<file path="src/rtl/local_net_iface.sv">
`default_nettype none
// ============================================================================
//  Module      : local_net_iface
//  Description : Network interface between a processing element and the
//                LOCAL port of a mesh router. It has a TX FIFO that injects
//                flits under the router's full flag, and an RX FIFO
//                (first-word fall-through) that feeds the PE. It also keeps
//                traffic counters and sticky error flags.
//  Revision    : 1.0 - initial release
// ============================================================================
module local_net_iface #(
    parameter logic [2:0] ROUTER_ADDRESS = 3'b000,
    parameter int         TX_DEPTH       = 4,
    parameter int         RX_DEPTH       = 8
) (
    input  logic        clk,
    input  logic        rst,
    input  logic [25:0] pe_tx_payload,
    input  logic [2:0]  pe_tx_dst,
    input  logic        pe_tx_valid,
    output logic        pe_tx_ready,
    output logic [31:0] noc_tx_data,
    output logic        noc_tx_valid,
    input  logic        noc_tx_full,
    input  logic [31:0] noc_rx_data,
    input  logic        noc_rx_valid,
    output logic [25:0] pe_rx_payload,
    output logic [2:0]  pe_rx_src,
    output logic        pe_rx_valid,
    input  logic        pe_rx_ready,
    input  logic        stat_clr,
    output logic [15:0] tx_cnt,
    output logic [15:0] rx_cnt,
    output logic [7:0]  drop_cnt,
    output logic        rx_overflow,
    output logic        misroute
);

    localparam int TX_AW = $clog2(TX_DEPTH);
    localparam int RX_AW = $clog2(RX_DEPTH);

    logic [31:0]    r_tx_mem [TX_DEPTH];
    logic [TX_AW:0] r_tx_wr_ptr, r_tx_rd_ptr;
    logic [31:0]    r_rx_mem [RX_DEPTH];
    logic [RX_AW:0] r_rx_wr_ptr, r_rx_rd_ptr;
    logic [31:0]    r_tx_data;
    logic           r_tx_valid;
    logic [15:0]    r_tx_cnt, r_rx_cnt;
    logic [7:0]     r_drop_cnt;
    logic           r_rx_overflow, r_misroute;

    logic        w_tx_empty, w_tx_full, w_tx_push, w_tx_pop;
    logic        w_rx_empty, w_rx_full, w_rx_pop, w_rx_wr, w_rx_drop, w_misroute;
    logic [31:0] w_tx_flit, w_rx_head;

    // When the pointers differ only in their wrap bit, the FIFO is full.
    assign w_tx_empty = (r_tx_wr_ptr == r_tx_rd_ptr);
    assign w_tx_full  = (r_tx_wr_ptr[TX_AW] != r_tx_rd_ptr[TX_AW]) &&
                        (r_tx_wr_ptr[TX_AW-1:0] == r_tx_rd_ptr[TX_AW-1:0]);
    assign w_rx_empty = (r_rx_wr_ptr == r_rx_rd_ptr);
    assign w_rx_full  = (r_rx_wr_ptr[RX_AW] != r_rx_rd_ptr[RX_AW]) &&
                        (r_rx_wr_ptr[RX_AW-1:0] == r_rx_rd_ptr[RX_AW-1:0]);

    assign pe_tx_ready = !w_tx_full;
    assign w_tx_push   = pe_tx_valid && !w_tx_full;
    assign w_tx_pop    = !w_tx_empty && !noc_tx_full;
    assign w_tx_flit   = {pe_tx_payload, ROUTER_ADDRESS, pe_tx_dst};

    // A full RX FIFO still accepts a flit when the PE frees the head on the same edge.
    assign w_rx_pop    = !w_rx_empty && pe_rx_ready;
    assign w_rx_wr     = noc_rx_valid && (!w_rx_full || w_rx_pop);
    assign w_rx_drop   = noc_rx_valid && !w_rx_wr;
    assign w_misroute  = noc_rx_valid && (noc_rx_data[2:0] != ROUTER_ADDRESS);

    assign w_rx_head     = r_rx_mem[r_rx_rd_ptr[RX_AW-1:0]];
    assign pe_rx_valid   = !w_rx_empty;
    assign pe_rx_payload = w_rx_head[31:6];
    assign pe_rx_src     = w_rx_head[5:3];

    assign noc_tx_data  = r_tx_data;
    assign noc_tx_valid = r_tx_valid;
    assign tx_cnt       = r_tx_cnt;
    assign rx_cnt       = r_rx_cnt;
    assign drop_cnt     = r_drop_cnt;
    assign rx_overflow  = r_rx_overflow;
    assign misroute     = r_misroute;

    // Storage arrays: no reset is needed because the pointers define what is valid.
    always_ff @(posedge clk) begin
        if (w_tx_push) r_tx_mem[r_tx_wr_ptr[TX_AW-1:0]] <= w_tx_flit;
        if (w_rx_wr)   r_rx_mem[r_rx_wr_ptr[RX_AW-1:0]] <= noc_rx_data;
    end

    // FIFO pointers and the injection output register.
    always_ff @(posedge clk) begin
        if (rst) begin
            r_tx_wr_ptr <= '0;
            r_tx_rd_ptr <= '0;
            r_rx_wr_ptr <= '0;
            r_rx_rd_ptr <= '0;
            r_tx_data   <= '0;
            r_tx_valid  <= 1'b0;
        end else begin
            if (w_tx_push) r_tx_wr_ptr <= r_tx_wr_ptr + 1'b1;
            if (w_tx_pop)  r_tx_rd_ptr <= r_tx_rd_ptr + 1'b1;
            if (w_rx_wr)   r_rx_wr_ptr <= r_rx_wr_ptr + 1'b1;
            if (w_rx_pop)  r_rx_rd_ptr <= r_rx_rd_ptr + 1'b1;
            r_tx_valid <= w_tx_pop;
            r_tx_data  <= w_tx_pop ? r_tx_mem[r_tx_rd_ptr[TX_AW-1:0]] : 32'd0;
        end
    end

    // Statistics: if a clear and an event happen on the same edge, the clear wins.
    always_ff @(posedge clk) begin
        if (rst || stat_clr) begin
            r_tx_cnt      <= '0;
            r_rx_cnt      <= '0;
            r_drop_cnt    <= '0;
            r_rx_overflow <= 1'b0;
            r_misroute    <= 1'b0;
        end else begin
            if (w_tx_pop) r_tx_cnt <= r_tx_cnt + 16'd1;
            if (w_rx_wr)  r_rx_cnt <= r_rx_cnt + 16'd1;
            if (w_rx_drop && (r_drop_cnt != 8'hFF)) r_drop_cnt <= r_drop_cnt + 8'd1;
            if (w_rx_drop)  r_rx_overflow <= 1'b1;
            if (w_misroute) r_misroute    <= 1'b1;
        end
    end

endmodule
`default_nettype wire

</file>
<file path="config.mk">
export PLATFORM = sky130hd
export DESIGN_NAME = local_net_iface
export DESIGN_NICKNAME = d
export VERILOG_FILES = /design/src/rtl/local_net_iface.sv
export SDC_FILE = /design/constraint.sdc
export NUM_CORES = 1
export LEC_CHECK = 0
export ABC_AREA = 1
export CAP_MARGIN = 40
export CELL_PAD_IN_SITES_DETAIL_PLACEMENT = 0
export CELL_PAD_IN_SITES_GLOBAL_PLACEMENT = 2
export CORE_UTILIZATION = 38
export CTS_CLUSTER_SIZE = 25
export DETAILED_ROUTE_END_ITERATION = 16
export HOLD_SLACK_MARGIN = 0.03
export PLACE_DENSITY = 0.77
export SLEW_MARGIN = 15
export SYNTH_ARGS = -nofsm -noshare
export SYNTH_HDL_FRONTEND = slang
export SYNTH_SLANG_ARGS = --single-unit
</file>
<file path="constraint.sdc">
create_clock -name clk -period 4.15 [get_ports clk]
set_input_delay 0.6225 -clock clk [delete_from_list [all_inputs] [get_ports clk]]
set_output_delay 0.6225 -clock clk [all_outputs]
set_load 0.02 [all_outputs]
</file>
==> run metrics <==
nets 1,771; clock sink count 437; Leakage Power 7.250 nW; drt drc 0; drt wl/cell 17.03 µm; via count 11,369; critical path class reg -> out; hold slack final 0.4780 ns; crit-path max FO 75; Final Cycle Share 0.8867; Fillers 4,033; ys flop type edfxtp_1; core area 44,510 µm²; Multi-input gate area 4527 µm²; final hold violation count 0; initial antenna violation count 4; remaining antenna violation count after routing 0; R2R setup slack 1.61 ns; run status complete, no violations; largest area contributor in the netlist edfxtp_1; Area Growth Syn to Fin 22.85%; final std cells w/o fill 2,323; pwr dens 496.0 nW/µm²; FMAX 271.7 MHz; CTS max path bufs 3; maximum level of the CTS H-tree 2; Cell Rows 77; placed cell count 2,237; Synthesis Warnings 0; cell area after layout 21,200 µm²; Slew @ Worst Pin 0.7791 ns; Yosys cell types 25; Reg2Reg Depth 10; final core utilization 0.4764; min cycle time layout 3.680 ns; DP HPWL 22,740 µm; clk_lat worst skew 0.57 ns; share of the synthesized area in the top cell type 0.6055; Mapped Cells 1,524; first-pass GRT wire length 62,150 µm; Placed Area 19,700 µm²; RSZ-0062 raised after global routing no; Hold WC Path Type reg -> reg; gr usage total 0.1719; CP Capture Point pe_rx_payload[10]; EDFF count, synth 348; Worst R2R End r_rx_mem[6][6]; post-CTS setup buffers 0; grt total ovfl 0; Port Buffers 170; die span in y 215.1 µm; fin. max-slew vios 0; Initial Utilization 0.3878; Max Cap Viol 0; syn avg cell area 11.32 µm²; Synth Cell Area 17,260 µm²; Worst VDD drop 0.3720 mV; CTS Buf Count 46; worst rel slew slack 0.4806; startpoint types flop; CTS tree built; I/O pins 174; die width 215.1 µm; CP endpoint kind output pin; full die area 46,270 µm²; largest net degree at the start of global routing 81; post-synthesis sequential area ratio 0.7087; Worst Skew 0.007842 ns; FF+latch count, synth 437; arrival time worst endpoint 3.06 ns; drt initial violations 727; register area 12,240 µm²; Vias per Instance 4.894; hold_buf cts 0; drt total wl 39,560 µm; root buffer cell clkbuf_16; gpl congestion 0.7581; PostCTS Resize Cnt 0; worst r2r src r_rx_wr_ptr[2]; First-pass DRT Iterations 5; Post-synth top cells nor2_1, edfxtp_1, nand2_1; Worst-path clk slew 0.06 ns; layout cell share with drive strength beyond 1 0.07056; WP data required 3.53 ns; # setup viols final 0; vias in the first global route 11,046; ys async rst share 0; count leader, synth nor2_1; Synth area leaders edfxtp_1, dfxtp_1, nor2_1, nand2_1, o21ai_0; Setup TNS Final 0 ns
## cell usage in the layout (no fill, tap or decap), drive strengths merged, types with 10 or more instances in the layout
cell	Yosys	routed
a21oi	73	73
buf	35	30
clkbuf	46	65
clkdlybuf4s50	0	170
clkinv	0	14
dfxtp	89	89
edfxtp	348	348
ha	10	10
inv	59	59
nand2	216	216
nand3	44	44
nand4	11	11
nor2	362	362
nor3	12	12
o21ai	133	133
o32ai	58	58
xor2	19	19
## worst max-delay path: stages (launching register included)
cell,delay (ns)
dfxtp_4,0.84
buf_4,0.42
nor2_1,0.08
o32ai_1,0.26
nand2_1,0.08
nand2_1,0.13
clkdlybuf4s50_1,0.62
## routing by layer
metal | global-route usage | part of all wire
met5 | 0 | 0.00063
met4 | 0.05485 | 0.023
met3 | 0.03510 | 0.053
met2 | 0.2929 | 0.48
met1 | 0.2190 | 0.44
## flip-flops by register name (all words and copies together) (netlist names), named ones only
name and count:
r_rx_mem 232, noc_tx_data 29, rx_cnt 16, r_tx_mem 116, r_rx_rd_ptr 4, tx_cnt 16, r_tx_wr_ptr 3, noc_tx_valid 1
rx_overflow 1, r_tx_rd_ptr 3, misroute 1, r_rx_wr_ptr 4, drop_cnt 8
## how the worst min path moves through the flow
stage | startpoint | endpoint | slack, ns | depth (start not counted)
after floorplan | r_rx_wr_ptr[3] | r_rx_wr_ptr[3] | 0.47 | 2
after global placement | misroute | misroute | 0.46 | 2
after detailed placement | misroute | misroute | 0.47 | 2
after CTS | misroute | misroute | 0.49 | 2
after global routing | misroute | misroute | 0.51 | 2
final | misroute | misroute | 0.48 | 2
## power by group
group	internal, mW	switching, mW
clock	2.46	1.63
combinational	0.545	0.888
sequential	4.90	0.0991
## kinds of logic (layout without fill, tap and decap cells)
family                   count (synthesis)  in the layout  share of synthesized area
buffers and inverters                  140            343                    0.03335
adder cells (fa/ha/maj)                 10             10                   0.007250
other                                    1              5                  0.0002173
flip-flops                             437            437                     0.7087
AND/OR/NAND/NOR                        646            646                     0.1481
XOR/XNOR                                26             26                    0.01319
AO/OA/AOI/OAI                          264            264                    0.08917
## per-stage QoR
stage | setup slack [ns] | total power [mW]
final | 0.4700 | 10.52
after global routing | 0.2558 | 10.96
after CTS | 0.4314 | 10.66
after detailed placement | 1.057 | 6.545
after global placement | 1.055 | 6.528
after floorplan | 0.4639 | 5.914
## final cells by class
type	count	area share
Tap cell	592	0.03493
Timing Repair Buffer	200	0.09265
Clock inverter	19	0.01033
Sequential cell	437	0.5773
Inverter	59	0.01050
Multi-Input combinational cell	949	0.2135
Antenna cell	2	0.0002360
Clock buffer	65	0.06055
(Power assumes the default switching activity.)
